===== config.mk =====
export PLATFORM = sky130hd
export DESIGN_NAME = scmp_bus_arb
export DESIGN_NICKNAME = d
export VERILOG_FILES = /design/src/rtl/scmp_bus_arb_pkg.sv /design/src/rtl/scmp_bus_arb_prio.sv /design/src/rtl/scmp_bus_arb.sv
export SDC_FILE = /design/constraint.sdc
export NUM_CORES = 1
export LEC_CHECK = 0
export BUFFER_PORTS_ARGS = -buffer_cell sky130_fd_sc_hd__buf_4
export CAP_MARGIN = 20
export CORE_ASPECT_RATIO = 0.6
export CORE_MARGIN = 10
export CORE_UTILIZATION = 45
export CTS_BUF_LIST = sky130_fd_sc_hd__clkbuf_16
export CTS_CLUSTER_SIZE = 24
export DETAILED_ROUTE_END_ITERATION = 16
export GPL_TIMING_DRIVEN = 0
export PLACE_DENSITY_LB_ADDON = 0.08
export SYNTH_ARGS = -nofsm -noshare
export SYNTH_HDL_FRONTEND = slang
export SYNTH_SLANG_ARGS = --single-unit

===== constraint.sdc =====
create_clock -name clk -period 2.15 [get_ports clk]
set_clock_uncertainty 0.1 [all_clocks]
set_input_delay 0.43 -clock clk [delete_from_list [all_inputs] [get_ports clk]]
set_output_delay 0.43 -clock clk [all_outputs]
set_load 0.1 [all_outputs]

===== src/rtl/scmp_bus_arb_pkg.sv =====
// rtl/scmp_bus_arb_pkg.sv - shared types and counter widths for the SC/MP bus arbiter
package scmp_bus_pak;

    typedef enum logic [2:0] {
        IDLE,
        ARB,
        ADS,
        STROBE,
        END
    } BUS_ST_t;

    typedef enum logic {
        OWN_CPU,
        OWN_DMA
    } BUS_OWN_t;

    localparam int WAIT_CNT_W = 4;
    localparam int CONSEC_W   = 4;

endpackage


===== src/rtl/scmp_bus_arb_prio.sv =====
// rtl/scmp_bus_arb_prio.sv - DMA-first two-way selection with CPU starvation guard
module scmp_bus_prio
    import scmp_bus_pak::*;
#(
    parameter int DMA_MAX_CONSEC = 4
) (
    input  logic     clk,
    input  logic     rst,
    input  logic     idle,
    input  logic     cpu_req,
    input  logic     dma_req,
    output BUS_OWN_t winner,
    output logic     gnt_valid
);

    localparam logic [CONSEC_W-1:0] CONSEC_MAX = CONSEC_W'(DMA_MAX_CONSEC);

    logic [CONSEC_W-1:0] consec;

    always_comb begin
        gnt_valid = idle & (cpu_req | dma_req);
        winner    = OWN_CPU;
        if (dma_req && (!cpu_req || consec != CONSEC_MAX)) begin
            winner = OWN_DMA;
        end
    end

    // Only DMA grants taken while the CPU is waiting count toward starvation.
    always_ff @(posedge clk or posedge rst) begin
        if (rst) begin
            consec <= '0;
        end else if (idle) begin
            if (gnt_valid && winner == OWN_DMA && cpu_req) begin
                if (consec != CONSEC_MAX) begin
                    consec <= consec + 1'b1;
                end
            end else begin
                consec <= '0;
            end
        end
    end

endmodule


===== src/rtl/scmp_bus_arb.sv =====
// rtl/scmp_bus_arb.sv - SC/MP external bus controller arbitrating CPU and DMA cycles
module scmp_bus_arb
    import scmp_bus_pak::*;
#(
    parameter int ADDR_W         = 16,
    parameter int WAIT_STATES    = 2,
    parameter int DMA_MAX_CONSEC = 4
) (
    input  logic              clk,
    input  logic              rst,
    input  logic              cpu_req,
    input  logic              cpu_we,
    input  logic [ADDR_W-1:0] cpu_addr,
    input  logic [7:0]        cpu_wdata,
    output logic              cpu_ack,
    output logic [7:0]        cpu_rdata,
    input  logic              dma_req,
    input  logic              dma_we,
    input  logic [ADDR_W-1:0] dma_addr,
    input  logic [7:0]        dma_wdata,
    output logic              dma_ack,
    output logic [7:0]        dma_rdata,
    output logic              breq,
    input  logic              enin,
    output logic              enout,
    output logic [ADDR_W-1:0] mem_addr,
    output logic [7:0]        mem_wdata,
    input  logic [7:0]        mem_rdata,
    output logic              mem_ads,
    output logic              mem_rd,
    output logic              mem_wr,
    input  logic              mem_hold
);

    BUS_ST_t                 state;
    BUS_ST_t                 state_nxt;
    BUS_OWN_t                owner;
    BUS_OWN_t                winner;
    logic                    gnt_valid;
    logic                    we_q;
    logic [ADDR_W-1:0]       addr_q;
    logic [7:0]              wdata_q;
    logic [7:0]              rdata_q;
    logic [WAIT_CNT_W-1:0]   cnt;

    scmp_bus_prio #(
        .DMA_MAX_CONSEC(DMA_MAX_CONSEC)
    ) u_prio (
        .clk      (clk),
        .rst      (rst),
        .idle     (state == IDLE),
        .cpu_req  (cpu_req),
        .dma_req  (dma_req),
        .winner   (winner),
        .gnt_valid(gnt_valid)
    );

    always_comb begin
        state_nxt = state;
        case (state)
            IDLE:    if (gnt_valid) state_nxt = ARB;
            ARB:     if (enin) state_nxt = ADS;
            ADS:     state_nxt = STROBE;
            STROBE:  if (cnt == '0 && !mem_hold) state_nxt = END;
            END:     state_nxt = IDLE;
            default: state_nxt = IDLE;
        endcase
    end

    always_ff @(posedge clk or posedge rst) begin
        if (rst) begin
            state     <= IDLE;
            owner     <= OWN_CPU;
            we_q      <= 1'b0;
            addr_q    <= '0;
            wdata_q   <= '0;
            rdata_q   <= '0;
            cnt       <= '0;
            mem_addr  <= '0;
            mem_wdata <= '0;
        end else begin
            state <= state_nxt;
            if (gnt_valid) begin
                owner   <= winner;
                we_q    <= (winner == OWN_DMA) ? dma_we    : cpu_we;
                addr_q  <= (winner == OWN_DMA) ? dma_addr  : cpu_addr;
                wdata_q <= (winner == OWN_DMA) ? dma_wdata : cpu_wdata;
            end
            // Bus-facing copies change only when the bus is actually won.
            if (state == ARB && enin) begin
                mem_addr  <= addr_q;
                mem_wdata <= wdata_q;
            end
            if (state == ADS) begin
                cnt <= WAIT_CNT_W'(WAIT_STATES);
            end else if (state == STROBE && cnt != '0) begin
                cnt <= cnt - 1'b1;
            end
            if (state == STROBE && cnt == '0 && !mem_hold && !we_q) begin
                rdata_q <= mem_rdata;
            end
        end
    end

    assign breq      = (state != IDLE);
    assign enout     = enin & (state == IDLE) & ~cpu_req & ~dma_req;
    assign mem_ads   = (state == ADS);
    assign mem_rd    = (state == STROBE) & ~we_q;
    assign mem_wr    = (state == STROBE) & we_q;
    assign cpu_ack   = (state == END) & (owner == OWN_CPU);
    assign dma_ack   = (state == END) & (owner == OWN_DMA);
    assign cpu_rdata = rdata_q;
    assign dma_rdata = rdata_q;

endmodule


### Word level (Yosys, flattened, before mapping)

Index checks and enable logic that the tools add are counted.

| word-level totals | value |
|---|---|
| bits in read-only memories | 0 |
| bits in registers | 69 |
| memories kept | 0 |
| memory bits (writable) | 0 |
| bits of input ports | 64 |
| logic and storage cells | 66 |
| output and inout bits | 47 |
| latch bits | 0 |

| cells by class | value |
|---|---|
| multiply operators | 0 |
| $add $sub $neg | 2 |
| reduce and logical (&&, ||, !) cells | 20 |
| muxes and demuxes | 12 |
| equality and inequality tests | 9 |
| shifts and indexed selects | 0 |
| bitwise operators | 13 |
| order comparisons | 0 |
| div/mod/pow operators | 0 |

Operators by type and width:

| kind | count |
|---|---|
| $mux W16 | 1 |
| $mux W4 | 4 |
| $pmux W3 S4 | 1 |
| $logic_and A1 B1 Y1 | 9 |
| $mux W3 | 3 |
| $and A1 B1 Y1 | 8 |
| $mux W8 | 1 |
| $ne A2 B2 Y1 const B | 4 |
| $eq A3 B2 Y1 const B | 2 |
| $add A4 B1 Y4 const B | 1 |
| $logic_not A4 Y1 | 1 |
| $ne A4 B3 Y1 const B | 1 |
| $not A1 Y1 | 4 |
| $reduce_bool A4 Y1 | 1 |
| $sub A4 B1 Y4 const B | 1 |
| $eq A3 B1 Y1 const B | 1 |
| $eq A3 B3 Y1 const B | 1 |
| $logic_not A1 Y1 | 3 |
| $logic_not A3 Y1 | 1 |
| $reduce_and A3 Y1 | 1 |
| $reduce_bool A3 Y1 | 1 |
| $mux W1 | 2 |
| $reduce_and A2 Y1 | 1 |
| $reduce_bool A2 Y1 | 1 |
| other kinds (2) | 2 |

### Depth between registers and ports, before layout

Gate-level depths: netlist of the first run.

| logic depth | value |
|---|---|
| word-level depth | 8 |
| mapped depth | 7 |
| gate-level depth less buffers | 5 |

### Hierarchy

From an unflattened synthesis of the first run, not the netlist that was laid out.

| second synthesis, totals | value |
|---|---|
| cells, all modules | 264 |
| area total of the unflattened synthesis | 3245.6 um2 |

Modules (own cells, without submodules):

| module | area each (um2) | instances | cells an instance |
|---|---|---|---|
| scmp_bus_arb | 2994.1 | 1 | 238 |
| scmp_bus_prio | 251.5 | 1 | 26 |

### Worst setup path after synthesis of the first run

OpenSTA, ideal clock, no wires.

| timing path | value |
|---|---|
| kind | input to output |
| start point | in cpu_req |
| end point | out enout |
| slack | -465 ps |
| buffers on the path | 3 |
| arrival | 2085 ps |
| cell stages on the path | 5 |
| path through | clkbuf_1 -> nor2_1 -> buf_2 -> clkbuf_1 -> and3_1 |

| between the ends | value |
|---|---|
| longest elaborated chain between the ends | 3 |

Ends and longest elaborated chain:

| item | RTL line | RTL |
|---|---|---|
| from (decl) | scmp_bus_arb.sv:11 | `input logic cpu_req,` |
| $not A1 Y1 | scmp_bus_arb.sv:106 | `assign enout = enin & (state == IDLE) & ~cpu_req & ~dma_req;` |
| $and A1 B1 Y1 (2 in a row) | scmp_bus_arb.sv:106 |  |
| to (decl) | scmp_bus_arb.sv:25 | `output logic enout,` |

No other way between the ends.

### Worst setup path after layout of the first run

| timing path | value |
|---|---|
| start point | reg state[0] |
| end point | out enout |

| between the ends | value |
|---|---|
| longest elaborated chain between the ends | 4 |

Ends and longest elaborated chain:

| item | RTL line | RTL |
|---|---|---|
| from (decl) | scmp_bus_arb.sv:35 | `BUS_ST_t state;` |
| from (signal assigned) | scmp_bus_arb.sv:82 | `state <= state_nxt;` |
| $logic_not A3 Y1 | scmp_bus_arb.sv:106 |  |
| $and A1 B1 Y1 (3 in a row) | scmp_bus_arb.sv:106 |  |

No other way between the ends.

==> run metrics, run 1 <==
Tcrit/Tclk final 0.986; CTS Buf Count 9; FF/Latch Area 1730 µm²; Max Buffers Root-to-Sink 2; setup TNS 0 ns; # IOs 111; global route overflow 0; CP required 1.62 ns; area leader, netlist dfrtp_1; Die Area 11,300 µm²; share of layout cells above drive strength 1 0.490; Starting Density 0.460; Fill cells 600; Async S/R FF share, synth 1.00; Mapped Area 3310 µm²; Max Cap Violations 0; Port Buf Inserts 109; worst hold path type in -> async; later-pin clock latency in the skew report 0.34 ns; Slew headroom 0.574; Post-Syn Nets 344; Die W 131 µm; CTS root buffer clkbuf_16; DRC viols 0; Yosys reg bits 69; status complete, no violations; FF-to-FF setup slack 0.08 ns; first-pass GRT wire length 15,700 µm; commonest non-fill, non-tap cell in the layout buf_4; post-route ant nets 0; core area 7210 µm²; FMAX 472 MHz; Avg Inst Size Synth 12.0 µm²; Netlist cell types 43; RSZ-0062 raised after global routing yes; largest net degree at the start of global routing 43; most frequent cells in the layout 120 x buf_4, 69 x dfrtp_1, 33 x mux2_2, 29 x o21ai_0; initial antenna violation count 0; area delta synth->final 41.6%; gpl congestion 0.781; crit path cell chain clkbuf_16 -> nor3_4 -> and3_2 -> buf_12; Synth Instances 277; CP Launch Type flop; final worst setup slack 0.0309 ns; Area contributors post-synth dfrtp_1 52%, mux2_2 11%, a2bb2oi_1 6.6%; slowest cell delay on critical path 0.39 ns; critical path's slowest cell dfrtp_1; Worst Tran Pin Value 0.637 ns; # hold bufs at CTS 0; num rows 24; ant diodes 0; detailed placement HPWL 7080 µm; GRT Overall Usage 0.178; number of global-route vias before repair 2,912; die height 86.5 µm; clk slew on worst S/H paths 0.05 ns; CTS sink count 69; Period minus WS final 2.12 ns; H-tree levels 3; worst slack, placed -0.390 ns; post-synth top area share 0.521; drt wl/cell 19.2 µm; Crit Path Class reg -> out; Post-synth EDFFs 0; Final setup viols 0; Via density 5.50; Final Hold Fails 0; first-pass iteration count of the detailed router 6; Top FF cell, synth dfrtp_1; CTS tree done; DRT Wirelength 9560 µm; starting DRC count in detailed routing 148; Layout Nets 472; crit path max fanout 9; Ys Warns 0; routed vias 2,745; crit end category primary output; post-synthesis sequential area ratio 0.521; Final Slew Violations 0; Multi-input gate area 1360 µm²; crit path DAT 1.59 ns
-- worst paths after layout --
kind	from	end	depth (start not counted)
min in group clk	mem_hold	state[2]	2
max reg2reg	state[0]	wdata_q[6]	7
max	state[0]	enout	4
max in group asynchronous	rst	mem_wdata[6]	3
min reg2reg	addr_q[0]	mem_addr[0]	1
min	rst	mem_addr[2]	2
-- cell type report --
type	count	area share
Clock inverter	5	0.0115
Sequential cell	69	0.368
Buffer	33	0.0467
Inverter	9	0.00960
Clock buffer	9	0.0480
Timing Repair Buffer	118	0.202
Multi-Input combinational cell	165	0.290
Tap cell	91	0.0243
-- synth_stat cells (2+ instances only) --
| cell type | number |
|---|---|
| mux2i_1 | 2 |
| a2bb2oi_1 | 25 |
| nand2_1 | 7 |
| nand3_1 | 5 |
| mux2_2 | 33 |
| clkbuf_1 | 16 |
| a311oi_1 | 25 |
| a21oi_1 | 2 |
| buf_2 | 7 |
| ha_1 | 3 |
| buf_4 | 8 |
| nor2_1 | 4 |
| and3_1 | 2 |
| o311ai_0 | 2 |
| nor3_1 | 2 |
| nand4b_1 | 2 |
| inv_1 | 9 |
| o21ai_0 | 29 |
| o31ai_1 | 2 |
| dfrtp_1 | 69 |
-- registers in the layout, indices dropped and copies added, names as in the netlist --
name,flops
addr_q,16
mem_addr,16
cnt,4
u_prio.consec,4
we_q,1
state,3
wdata_q,8
owner,1
mem_wdata,8
cpu_rdata,8
-- kinds of logic after synthesis --
kind of cell,count (synthesis),share of synthesized area
AOI/OAI and AO/OA,89,0.199
and+or+nand+nor,38,0.0770
buffers and inverters,43,0.0740
muxes,35,0.118
adders and majority gates,3,0.0113
DFF,69,0.521
-- worst max-delay path: cells and delay by family, from the launching register on --
family	cells	cell delay, ns
and+or+nand+nor	2	0.52
buffers and inverters	2	0.34
DFF	1	0.39
-- routing by layer --
layer / track usage / share of wire / vias to the layer above
met5: 0 / 0 / -
li1: - / - / 1304
met4: 0.0342 / 0.0055 / 0
met3: 0.0744 / 0.070 / 8
met2: 0.270 / 0.47 / 74
met1: 0.234 / 0.46 / 1359
-- metrics by stage --
| step | cells | hold WS [ns] | instance area, µm² | util |
|---|---|---|---|---|
| final | 499 | 0.0811 | 4690 | 0.651 |
| after CTS | 496 | 0.0976 | 4650 | 0.645 |
| after global placement | 477 | 0.386 | 4260 | 0.591 |
| after floorplan | 277 | 0.380 | 3330 | - |
| after global routing | 499 | 0.122 | 4690 | 0.651 |
| after detailed placement | 478 | 0.390 | 4280 | 0.594 |
-- repair_timing --
action | CTS | global route
endpoints found under the setup margin | 11 | 33
buffers inserted | 5 | 3
pin swaps | 3 | 5
resized for setup | 17 | 10
Power of run 1 is left out: the tool's default activity adds up to more than one toggle a clock period on the data nets, which glitch-free logic cannot reach.
==> run 2, diff against run 1 <==
--- a/config.mk
+++ b/config.mk
@@ -8,13 +8,14 @@
 export BUFFER_PORTS_ARGS = -buffer_cell sky130_fd_sc_hd__buf_4
 export CAP_MARGIN = 20
 export CORE_ASPECT_RATIO = 0.6
-export CORE_MARGIN = 10
+export CORE_MARGIN = 2
 export CORE_UTILIZATION = 45
 export CTS_BUF_LIST = sky130_fd_sc_hd__clkbuf_16
 export CTS_CLUSTER_SIZE = 24
 export DETAILED_ROUTE_END_ITERATION = 16
 export GPL_TIMING_DRIVEN = 0
 export PLACE_DENSITY_LB_ADDON = 0.08
+export SETUP_SLACK_MARGIN = 0.1
 export SYNTH_ARGS = -nofsm -noshare
 export SYNTH_HDL_FRONTEND = slang
 export SYNTH_SLANG_ARGS = --single-unit
==> constraint.sdc (replaced) <==
create_clock -name clk -period 2.15 [get_ports clk]
set_clock_uncertainty 0.1 [all_clocks]
set_input_delay 0.1075 -clock clk [delete_from_list [all_inputs] [get_ports clk]]
set_output_delay 0.1075 -clock clk [all_outputs]
set_load 0.1 [all_outputs]
==> run metrics, run 2 (synthesis results as in run 1) <==
share of layout cells above drive strength 1 0.441 (-0.0497); CTS Buf Count 9 (unchanged); detailed placement HPWL 6140 µm (-13%); # IOs 111 (unchanged); cell area after layout 5160 µm² (+10%); DRT Wirelength 9940 µm (+4.0%); CP Launch Type flop; Crit Path Class reg -> reg; Final Hold Fails 0 (unchanged); Max Buffers Root-to-Sink 2 (unchanged); routed vias 3,011 (+9.7%); largest net degree at the start of global routing 70 (+63%); DP Cell Count 477 (-0.21%); CTS sink count 69 (unchanged); Top Registers addr_q x16, mem_addr x16; starting DRC count in detailed routing 183 (+24%); Die Area 8090 µm² (-28%); Period minus WS final 1.99 ns (-0.134 ns); status complete, no violations; num rows 24 (unchanged); core area 7210 µm² (unchanged); CP required 2.27 ns (+0.65 ns); commonest non-fill, non-tap cell in the layout buf_4; Die W 115 µm (-12%); gpl congestion 0.804 (+3.0%); initial antenna violation count 0 (unchanged); die height 70.5 µm (-19%); worst hold path type in -> reg; setup TNS 0 ns (unchanged); RSZ-0062 raised after global routing no; Placed Instance Area 4260 µm² (-0.61%); area delta synth->final 55.7%; Starting Density 0.460 (unchanged); global route overflow 0 (unchanged); CTS root buffer clkbuf_16; drt wl/cell 18.2 µm (-4.8%); first-pass iteration count of the detailed router 5 (-1); clk slew on worst S/H paths 0.05 ns (about the same); Max Cap Violations 0 (unchanged); GRT Overall Usage 0.255 (+0.0775); H-tree levels 3 (unchanged); number of global-route vias before repair 2,996 (+2.9%); Tcrit/Tclk final 0.923 (-0.0623); crit path max fanout 8 (-1); Port Buf Inserts 109 (unchanged); CTS tree done; post-route insts no fill 545 (+9.2%); Final Slew Violations 0 (unchanged); post-route ant nets 0 (unchanged); FMAX 504 MHz (+6.7%); first-pass GRT wire length 15,700 µm (about the same); DRC viols 0 (unchanged); later-pin clock latency in the skew report 0.33 ns (about the same); crit path DAT 2.10 ns (+0.51 ns); Worst Tran Pin Value 0.858 ns (+0.221 ns); crit end category flop; Via density 5.52 (+0.43%); ant diodes 0 (unchanged); most frequent cells in the layout 124 x buf_4, 69 x dfrtp_1, 45 x dlygate4sd3_1, 29 x o21ai_0; Layout Nets 516 (+9.3%); Final setup viols 0 (unchanged); Slew headroom 0.428 (-0.146); Fin Hold WS 0.0111 ns (-0.0699 ns)
-- run 2: cell types whose count changed in the layout (fill, tap and decap cells not counted), sizes merged --
| cell | before | now |
|---|---|---|
| clkinvlp | 5 | 0 |
| clkbuf | 24 | 25 |
| buf | 136 | 134 |
| bufinv | 1 | 3 |
| dlygate4sd3 | 0 | 45 |
| inv | 6 | 11 |
-- run 2: layer usage --
layer,vias to the layer above,global-route usage,wire length (µm)
li1,1394,-,-
met1,1507,0.364,4550
met2,102,0.393,4790
met3,8,0.0642,518
met4,0,0.0643,82
met5,-,0,0
-- run 2: critical path, stage by stage, from the launching register on --
cell	delay, ns
dfrtp_1	0.39
inv_1	0.07
ha_2	0.17
or3b_1	0.36
buf_6	0.13
nor4_4	0.13
buf_6	0.20
mux2_4	0.31
-- run 2: through the flow --
step | setup slack (ns) | utilization
floorplan | 0.128 | -
global placement | -0.726 | 0.590
detailed placement | -0.124 | 0.590
CTS | 0.0551 | 0.711
global route | 0.0903 | 0.716
finish | 0.165 | 0.716
-- run 2: worst paths after layout --
kind                                end  depth (start not counted)  slack, ns         start
setup reg to reg           cpu_rdata[2]                          7       0.16        cnt[1]
hold reg to reg            mem_wdata[6]                          1       0.41  mem_wdata[6]
max in group asynchronous   mem_addr[6]                          3       0.97           rst
min in group asynchronous  cpu_rdata[3]                          3       0.42           rst
hold / removal               wdata_q[5]                          3       0.01  dma_wdata[5]
setup / recovery           cpu_rdata[2]                          7       0.16        cnt[1]
-- run 2: timing repair --
item                                   CTS  global route
setup buffers                            4             3
endpoints found under the hold margin  104             0
gates resized for setup                 17            19
pin swaps                                2             2
hold buffers                            45             0
setup endpoints to repair               12            41
-- run 2: layout make-up --
type	count	area, µm²
clock buffers	9	225
inverters	9	36.3
multi-input cells	165	1390
fillers	539	2050
clock inverters	7	106
flip-flops and latches	69	1730
well taps	91	114
repair buffers	161	1330
plain buffers	34	238
Power of run 2 is left out for the same reason.
